## src/rtl/uart_pkg.sv

```systemverilog
// Shared definitions for the memory-mapped UART transmitter: register map,
// STATUS layout and transmit FSM encoding.
package uart_pkg;

  localparam logic [1:0] UART_TXDATA  = 2'd0;
  localparam logic [1:0] UART_STATUS  = 2'd1;
  localparam logic [1:0] UART_DIVISOR = 2'd2;
  localparam logic [1:0] UART_CTRL    = 2'd3;

  localparam int unsigned STAT_BUSY      = 32'd0;
  localparam int unsigned STAT_FULL      = 32'd1;
  localparam int unsigned STAT_EMPTY     = 32'd2;
  localparam int unsigned STAT_OVF       = 32'd3;
  localparam int unsigned STAT_COUNT_LSB = 32'd8;

  typedef enum logic [1:0] {
    ST_IDLE  = 2'd0,
    ST_START = 2'd1,
    ST_DATA  = 2'd2,
    ST_STOP  = 2'd3
  } tx_state_e;

  function automatic logic [31:0] pack_status(input logic       busy,
                                              input logic       full,
                                              input logic       empty,
                                              input logic       ovf,
                                              input logic [7:0] count);
    logic [31:0] word;
    word                        = 32'd0;
    word[STAT_BUSY]             = busy;
    word[STAT_FULL]             = full;
    word[STAT_EMPTY]            = empty;
    word[STAT_OVF]              = ovf;
    word[STAT_COUNT_LSB +: 8]   = count;
    return word;
  endfunction

endpackage

```

## src/rtl/sync_fifo.sv

```systemverilog
// Single-clock FIFO with extra-MSB pointers; the head entry is always visible
// on rdata. A push into a full FIFO is accepted only when a pop frees a slot.
module sync_fifo
  import uart_pkg::*;
#(
  parameter int unsigned WIDTH = 32'd8,
  parameter int unsigned DEPTH = 32'd8
) (
  input  logic                     clk,
  input  logic                     reset,
  input  logic                     push,
  input  logic                     pop,
  input  logic [WIDTH-1:0]         wdata,
  output logic [WIDTH-1:0]         rdata,
  output logic                     full,
  output logic                     empty,
  output logic [$clog2(DEPTH):0]   count
);

  localparam int unsigned AW = $clog2(DEPTH);
  localparam logic [AW:0] PTR_ZERO = {(AW+1){1'b0}};
  localparam logic [AW:0] PTR_ONE  = {{AW{1'b0}}, 1'b1};

  logic [WIDTH-1:0] mem_r [DEPTH];
  logic [AW:0]      wr_ptr_r;
  logic [AW:0]      rd_ptr_r;
  logic             push_ok_s;
  logic             pop_ok_s;

  // flag and handshake decode from the pointer pair
  always_comb begin
    empty     = (wr_ptr_r == rd_ptr_r);
    full      = (wr_ptr_r[AW] != rd_ptr_r[AW]) &&
                (wr_ptr_r[AW-1:0] == rd_ptr_r[AW-1:0]);
    count     = wr_ptr_r - rd_ptr_r;
    rdata     = mem_r[rd_ptr_r[AW-1:0]];
    pop_ok_s  = pop && !empty;
    push_ok_s = push && (!full || pop_ok_s);
  end

  // storage array, contents need no reset
  always_ff @(posedge clk) begin
    if (push_ok_s) begin
      mem_r[wr_ptr_r[AW-1:0]] <= wdata;
    end
  end

  // read/write pointers
  always_ff @(posedge clk) begin
    if (!reset) begin
      wr_ptr_r <= PTR_ZERO;
      rd_ptr_r <= PTR_ZERO;
    end else begin
      if (push_ok_s) begin
        wr_ptr_r <= wr_ptr_r + PTR_ONE;
      end
      if (pop_ok_s) begin
        rd_ptr_r <= rd_ptr_r + PTR_ONE;
      end
    end
  end

endmodule

```

## src/rtl/uart_tx.sv

```systemverilog
// Memory-mapped 8N1 UART transmitter: register decode, byte FIFO, divisor
// timing and the START/DATA/STOP serialiser.
module uart_tx
  import uart_pkg::*;
#(
  parameter int unsigned DEPTH     = 32'd8,
  parameter logic [15:0] DIV_RESET = 16'd434
) (
  input  logic        clk,
  input  logic        reset,
  input  logic        sel,
  input  logic [3:0]  we,
  input  logic [1:0]  addr,
  input  logic [31:0] wdata,
  output logic [31:0] rdata,
  output logic        tx,
  output logic        irq
);

  localparam int unsigned CW = $clog2(DEPTH) + 32'd1;

  tx_state_e   state_r, next_state_s;
  logic [15:0] divisor_r, div_lat_r, cnt_r;
  logic [7:0]  shift_r;
  logic [2:0]  bit_idx_r;
  logic        overflow_r, irq_en_r, tx_r, irq_r;
  logic [31:0] rdata_r, rd_word_s;
  logic        wr_txdata_s, rd_s, ovf_set_s, ovf_clr_s;
  logic        pop_s, bit_done_s, tx_s, busy_s, irq_s;
  logic [7:0]  fifo_head_s;
  logic        fifo_full_s, fifo_empty_s;
  logic [CW-1:0] fifo_count_s;
  logic        unused_s;

  assign unused_s = ^wdata[31:16];
  assign rdata    = rdata_r;
  assign tx       = tx_r;
  assign irq      = irq_r;

  sync_fifo #(.WIDTH(32'd8), .DEPTH(DEPTH)) u_fifo (
    .clk   (clk),
    .reset (reset),
    .push  (wr_txdata_s),
    .pop   (pop_s),
    .wdata (wdata[7:0]),
    .rdata (fifo_head_s),
    .full  (fifo_full_s),
    .empty (fifo_empty_s),
    .count (fifo_count_s)
  );

  // bus decode; a push that loses against a full FIFO raises overflow
  always_comb begin
    wr_txdata_s = sel && we[0] && (addr == UART_TXDATA);
    rd_s        = sel && (we == 4'b0000);
    ovf_set_s   = wr_txdata_s && fifo_full_s && !pop_s;
    ovf_clr_s   = sel && we[0] && (addr == UART_STATUS) && wdata[STAT_OVF];
    case (addr)
      UART_TXDATA:  rd_word_s = 32'd0;
      UART_STATUS:  rd_word_s = pack_status(busy_s, fifo_full_s, fifo_empty_s,
                                            overflow_r, 8'(fifo_count_s));
      UART_DIVISOR: rd_word_s = {16'd0, divisor_r};
      UART_CTRL:    rd_word_s = {31'd0, irq_en_r};
      default:      rd_word_s = 32'd0;
    endcase
  end

  // software-visible registers; overflow set takes priority over its clear
  always_ff @(posedge clk) begin
    if (!reset) begin
      divisor_r  <= DIV_RESET;
      irq_en_r   <= 1'b0;
      overflow_r <= 1'b0;
    end else begin
      if (sel && we[0] && (addr == UART_DIVISOR)) divisor_r[7:0]  <= wdata[7:0];
      if (sel && we[1] && (addr == UART_DIVISOR)) divisor_r[15:8] <= wdata[15:8];
      if (sel && we[0] && (addr == UART_CTRL))    irq_en_r        <= wdata[0];
      if (ovf_set_s) begin
        overflow_r <= 1'b1;
      end else if (ovf_clr_s) begin
        overflow_r <= 1'b0;
      end
    end
  end

  // FSM state register
  always_ff @(posedge clk) begin
    if (!reset) begin
      state_r <= ST_IDLE;
    end else begin
      state_r <= next_state_s;
    end
  end

  // FSM next state; the end of STOP chains straight into the next START
  always_comb begin
    next_state_s = state_r;
    pop_s        = 1'b0;
    bit_done_s   = (cnt_r == 16'd0);
    case (state_r)
      ST_IDLE: begin
        if (!fifo_empty_s) begin
          next_state_s = ST_START;
          pop_s        = 1'b1;
        end else begin
          next_state_s = ST_IDLE;
        end
      end
      ST_START: begin
        if (bit_done_s) next_state_s = ST_DATA;
        else            next_state_s = ST_START;
      end
      ST_DATA: begin
        if (bit_done_s && (bit_idx_r == 3'd7)) next_state_s = ST_STOP;
        else                                   next_state_s = ST_DATA;
      end
      ST_STOP: begin
        if (bit_done_s) begin
          if (!fifo_empty_s) begin
            next_state_s = ST_START;
            pop_s        = 1'b1;
          end else begin
            next_state_s = ST_IDLE;
          end
        end else begin
          next_state_s = ST_STOP;
        end
      end
      default: next_state_s = ST_IDLE;
    endcase
  end

  // FSM outputs, registered below
  always_comb begin
    case (state_r)
      ST_IDLE:  tx_s = 1'b1;
      ST_START: tx_s = 1'b0;
      ST_DATA:  tx_s = shift_r[0];
      ST_STOP:  tx_s = 1'b1;
      default:  tx_s = 1'b1;
    endcase
    busy_s = (state_r != ST_IDLE);
    irq_s  = irq_en_r && fifo_empty_s && !busy_s;
  end

  // bit timing and shifter; divisor is sampled only when a byte is popped
  always_ff @(posedge clk) begin
    if (!reset) begin
      cnt_r     <= 16'd0;
      div_lat_r <= DIV_RESET;
      shift_r   <= 8'd0;
      bit_idx_r <= 3'd0;
    end else if (pop_s) begin
      cnt_r     <= divisor_r;
      div_lat_r <= divisor_r;
      shift_r   <= fifo_head_s;
      bit_idx_r <= 3'd0;
    end else if (busy_s && bit_done_s) begin
      cnt_r <= div_lat_r;
      if (state_r == ST_DATA) begin
        shift_r   <= {1'b0, shift_r[7:1]};
        bit_idx_r <= bit_idx_r + 3'd1;
      end
    end else if (busy_s) begin
      cnt_r <= cnt_r - 16'd1;
    end
  end

  // registered outputs
  always_ff @(posedge clk) begin
    if (!reset) begin
      tx_r    <= 1'b1;
      irq_r   <= 1'b0;
      rdata_r <= 32'd0;
    end else begin
      tx_r  <= tx_s;
      irq_r <= irq_s;
      if (rd_s) begin
        rdata_r <= rd_word_s;
      end
    end
  end

endmodule

```

## config.mk

```make
export PLATFORM = sky130hd
export DESIGN_NAME = uart_tx
export DESIGN_NICKNAME = d
export VERILOG_FILES = /design/src/rtl/uart_pkg.sv /design/src/rtl/sync_fifo.sv /design/src/rtl/uart_tx.sv
export SDC_FILE = /design/constraint.sdc
export NUM_CORES = 1
export LEC_CHECK = 0
export ABC_CLOCK_PERIOD_IN_PS = 2900
export CORE_MARGIN = 2
export CORE_UTILIZATION = 53
export CTS_BUF_LIST = sky130_fd_sc_hd__clkbuf_8
export CTS_CLUSTER_DIAMETER = 80
export CTS_CLUSTER_SIZE = 8
export DETAILED_ROUTE_END_ITERATION = 6
export PLACE_DENSITY = 0.79
export SYNTH_ARGS = -nofsm -noshare
export SYNTH_HDL_FRONTEND = slang
export SYNTH_SLANG_ARGS = --single-unit
export TNS_END_PERCENT = 50
```

## constraint.sdc

```tcl
create_clock -name clk -period 2.9 [get_ports clk]
set_input_delay 0.58 -clock clk [delete_from_list [all_inputs] [get_ports clk]]
set_output_delay 0.58 -clock clk [all_outputs]
set_load 0.1 [all_outputs]
```

==> summary by stage, run 1 <==
Status
The flow ran to the end, and the final reports show no timing, DRC or antenna violations.

Drt
The detail route stage leaves a number of antenna-violating nets equal to 0. The number of detailed-route iterations in the first pass is 5. The DRC violations left is 0. The final routed wire length divided by cell count is about 18 um.

The total vias in the final route is around 5000. The routed wire length is 15.38 mm. In the routed layout, each cell is associated on average with a via count of 5.746. The detailed router finished its first iteration with approximately 420 violations.

Floorplanning
The floorplan step set the die height to between 100 and 150 um. The floorplan row count is slightly above 40. The floorplan step defined a die boundary enclosing 0.01389 mm^2.

The die boundary width is between 100 and 150 um. The initial cell density of the core is 0.5442. The I/O pin total is 75. The core region is ~0.013 mm^2.

Min path
The min-delay analysis places its worst path in the category reg -> reg. In this run the most critical hold path is launched from div_lat_r[12].

Synthesis
Among all flip-flop cells after synthesis, the most frequent one is dfxtp_1. Counting flops with an async set or reset pin after synthesis yields a share of 0. During synthesis, Yosys emitted a total of 0 warnings.

Dividing the synthesized area by the synthesized cell count gives ~11 um^2. The number of enable-type register cells in the synthesized netlist is 64. In this run, synthesis produced a sequential element count of 156.

After synthesis the cells add up to slightly below 0.007 mm^2. After technology mapping, the gate count stands at ~630. The share of the Yosys chip area taken by registers is 0.5480.

Synthesis instantiated 56 different standard cells from the library.

Clock network
The number of gates resized after cts is 0. The source-to-sink clock delay at the later pin of the worst-skew pair is 0.46 ns. The H-tree generated during clock tree synthesis spans 4 levels.

The cts-stage hold buffer count is 0. The number of buffers inserted by post-CTS setup repair is 0. The longest clock path from root to sink contains 2 buffers. The tree is rooted in a clkbuf_8. Clock tree synthesis inserted a total of 17 buffers. The CTS tree is yes. The number of sinks handled by clock tree synthesis is roughly 160. Clock-pin slew was measured on the worst setup and hold paths at 0.09 ns.

Critical path
STA classifies the critical path startpoint as a flop. The worst register-to-register path begins at u_fifo.wr_ptr_r[0]. The data arrival time at the worst-slack endpoint is between 3 and 4 ns. STA classifies the critical path endpoint as a flop. The start-to-end type of the worst setup path is reg -> reg.

The worst setup path startpoint is u_fifo.wr_ptr_r[0]. The worst endpoint required time is 3.29 ns. The largest driver fanout on the critical path is 17.

Finish
The filler cell count is around 1000. 0 antenna diodes ended up in the layout. The finished layout holds 871 standard cells, fillers aside. The net total in the final layout is about 740. Of the cells placed in the final design, the portion with a size suffix greater than 1 is 0.1559. Compared with the post-synthesis result, the final layout area differs by 14.83%.

Power
The power density over cell area is approximately 860 mW/mm^2. The leakage power of the design is 2.861 nW. The switching power summed over all nets is roughly 0.0024 W.

The switching share of total power is 0.3625. Of the total power, registers draw 0.395. The maximum ir drop on the vdd rail is roughly 480 uV.

The share of total power dissipated in combinational logic is 0.354. The share of total power dissipated in the clock network is 0.251. The internal power is 0.004301 W.

STA
The count of endpoints failing hold in the final timing report is 0. The peak clock frequency supported by timing is between 300 and 400 MHz. The sum of negative setup slack is 0 ns. Setup repair after global routing left no endpoint under its margin. Dividing the final minimum period by the clock period gives 0.9340. The headroom to the max-slew limit is 0.4424. The final number of setup-violating endpoints is 0. At the pin with the least slew margin, the transition time is 0.8334 ns. The post-route minimum period is between 2 and 3 ns. The final count of pins violating max slew is 0.

The clock arrives with between 0.01 and 0.015 ns of skew.

Run
The tool flagged a number of max-cap violations equal to 0.

Placed design
In this run, placement finished with an instance count of between 800 and 900. The count of port buffers added during placement is 42. Summed over all nets, the half-perimeter wirelength after detailed placement is 10.69 mm.

The last weighted congestion value of the routability-driven placer is between 0.8 and 0.9.

Global routing
Global routing finished with a remaining overflow of 0. The initial antenna violation count is 0. The wire length of the first global-routing pass is between 20 and 25 mm. The global-route usage over all layers is 0.2288. The number of global-route vias before repair is between 4000 and 5000.

Entering global routing, the biggest net connects 56 pins.
==> per-layer routing <==
| layer | routed length (um) | global-route usage |
|---|---|---|
| met1 | 6652 | 0.2961 |
| met2 | 7521 | 0.3725 |
| met3 | 983 | 0.05862 |
| met4 | 224 | 0.08434 |
| met5 | 0 | 0 |
==> through the flow <==
stage	total power [W]	setup slack (ns)	hold WS (ns)	util	cell area, um^2
after floorplan	0.004511	0.09939	0.4319	-	6924
after global placement	0.005007	0.1843	0.4392	0.5917	7467
after detailed placement	0.005064	0.1011	0.4466	0.5917	7467
after CTS	0.006736	0.2398	0.4604	0.6249	7886
after global routing	0.007102	0.05986	0.4688	0.6249	7886
final	0.006747	0.1915	0.4576	0.6249	7886
==> cell usage after synthesis (2+ instances only) <==
| cell | count | area share |
|---|---|---|
| nor4_1 | 2 | 0.0018 |
| o211ai_1 | 5 | 0.0055 |
| and3_1 | 4 | 0.0036 |
| o21ai_0 | 13 | 0.0095 |
| a211oi_1 | 13 | 0.014 |
| and4_1 | 5 | 0.0064 |
| nand2_1 | 98 | 0.054 |
| a221oi_1 | 5 | 0.0064 |
| a21o_1 | 2 | 0.0022 |
| nand3_1 | 29 | 0.021 |
| nor3b_1 | 2 | 0.0022 |
| inv_1 | 11 | 0.0060 |
| a21oi_1 | 48 | 0.035 |
| edfxtp_1 | 64 | 0.28 |
| a2111oi_0 | 2 | 0.0026 |
| nor2b_1 | 7 | 0.0064 |
| o2bb2ai_1 | 3 | 0.0038 |
| mux4_2 | 16 | 0.052 |
| a221o_1 | 11 | 0.016 |
| clkbuf_1 | 25 | 0.014 |
| mux2i_1 | 10 | 0.015 |
| buf_1 | 2 | 0.0011 |
| buf_2 | 8 | 0.0058 |
| nand3b_1 | 2 | 0.0022 |
| nor3_1 | 14 | 0.010 |
| mux2_2 | 9 | 0.015 |
| o21a_1 | 2 | 0.0022 |
| nand2b_1 | 5 | 0.0046 |
| or3_1 | 2 | 0.0018 |
| ha_1 | 14 | 0.026 |
| nand4_1 | 4 | 0.0036 |
| buf_4 | 16 | 0.017 |
| a31oi_1 | 6 | 0.0055 |
| xor2_1 | 10 | 0.013 |
| nor2_1 | 45 | 0.025 |
| xnor2_1 | 5 | 0.0064 |
| nor4_4 | 2 | 0.0062 |
| a32oi_1 | 2 | 0.0026 |
| dfxtp_1 | 92 | 0.27 |
==> registers in the layout, indices dropped and copies added, names as in the netlist, named ones only <==
signal           flops
shift_r              8
overflow_r           1
rdata               16
u_fifo.rd_ptr_r      4
cnt_r               16
bit_idx_r            3
u_fifo.mem_r        64
div_lat_r           16
irq_en_r             1
irq                  1
u_fifo.wr_ptr_r      4
state_r              2
divisor_r           16
tx                   1
==> cell families (layout without fill, tap and decap cells) <==
| family | count (synthesis) | count (layout) | synth area share |
|---|---|---|---|
| AOI/OAI and AO/OA | 120 | 120 | 0.1182 |
| buffers and inverters | 63 | 115 | 0.04573 |
| adders and majority gates | 15 | 15 | 0.02842 |
| other | 1 | 16 | 0.0005460 |
| DFF | 156 | 156 | 0.5480 |
| xor gates and xnor gates | 15 | 15 | 0.01913 |
| and+or+nand+nor | 227 | 227 | 0.1581 |
| muxes | 35 | 35 | 0.08180 |
==> power groups by stage <==
stage | Clock, W | Sequential, W | Combinational, W
CTS | 0.00170 | 0.00266 | 0.00237
detailed placement | 0 | 0.00271 | 0.00235
global route | 0.00181 | 0.00270 | 0.00260
finish | 0.00169 | 0.00267 | 0.00239
global placement | 0 | 0.00270 | 0.00231
floorplan | 0 | 0.00273 | 0.00179
==> critical path, stage by stage (launching register included) <==
cell and delay, ns:
dfxtp_1 0.52, inv_1 0.12, ha_1 0.34, nand3_1 0.17
o21ai_0 0.10, buf_4 0.18, o2bb2a_4 0.30, nor2_1 0.65
a221o_1 0.26
==> layout make-up <==
| class | count | area [um^2] | area share |
|---|---|---|---|
| clock buffers | 18 | 247.7 | 0.03141 |
| clock inverters | 14 | 171.4 | 0.02174 |
| inverters | 11 | 41.29 | 0.005236 |
| multi-input cells | 428 | 2846 | 0.3609 |
| flip-flops and latches | 156 | 3764 | 0.4772 |
| well taps | 172 | 215.2 | 0.02729 |
| repair buffers | 72 | 600.6 | 0.07615 |
==> final timing paths <==
path                                      end  cells after the start  slack, ns
worst max register to register      cnt_r[11]                      8       0.19
worst max-delay path                cnt_r[11]                      8       0.19
worst min-delay path            div_lat_r[12]                      2       0.46
worst min register to register  div_lat_r[12]                      2       0.46
==> layout by cell type (no fill, tap or decap), types with 3 or more instances in the layout <==
cell,instances
xor2_1,10
clkinvlp_4,4
a31oi_1,6
ha_1,14
bufinv_16,3
o21ai_0,13
and4_1,5
nand3_1,29
clkinv_4,3
clkdlybuf4s50_1,24
dfxtp_1,92
buf_4,48
o2bb2ai_1,3
mux4_2,16
nor3_1,14
nor2b_1,7
and3_1,4
nand2b_1,5
xnor2_1,5
a21oi_1,48
a221o_1,11
nand2_1,98
a211oi_1,13
edfxtp_1,64
inv_1,13
clkbuf_8,18
nor2_1,45
nand4_1,4
mux2i_1,10
a221oi_1,5
mux2_2,9
o211ai_1,5
conb_1,16
(Power assumes the default switching activity.)
==> run 2: changes to the inputs <==
--- a/config.mk
+++ b/config.mk
@@ -9,8 +9,7 @@
 export CORE_MARGIN = 2
 export CORE_UTILIZATION = 53
 export CTS_BUF_LIST = sky130_fd_sc_hd__clkbuf_8
-export CTS_CLUSTER_DIAMETER = 80
-export CTS_CLUSTER_SIZE = 8
+export CTS_CLUSTER_DIAMETER = 120
 export DETAILED_ROUTE_END_ITERATION = 6
 export PLACE_DENSITY = 0.79
 export SYNTH_ARGS = -nofsm -noshare
==> results of run 2 <==
No change in the layout: final DEF, timing and power equal those of run 1.
==> run 3: changes to the inputs <==
--- a/config.mk
+++ b/config.mk
@@ -11,6 +11,7 @@
 export CTS_BUF_LIST = sky130_fd_sc_hd__clkbuf_8
 export CTS_CLUSTER_DIAMETER = 120
 export DETAILED_ROUTE_END_ITERATION = 6
+export GPL_ROUTABILITY_DRIVEN = 0
 export PLACE_DENSITY = 0.79
 export SYNTH_ARGS = -nofsm -noshare
 export SYNTH_HDL_FRONTEND = slang
==> results of run 3 <==
No change in the layout: final DEF, timing and power equal those of run 1.
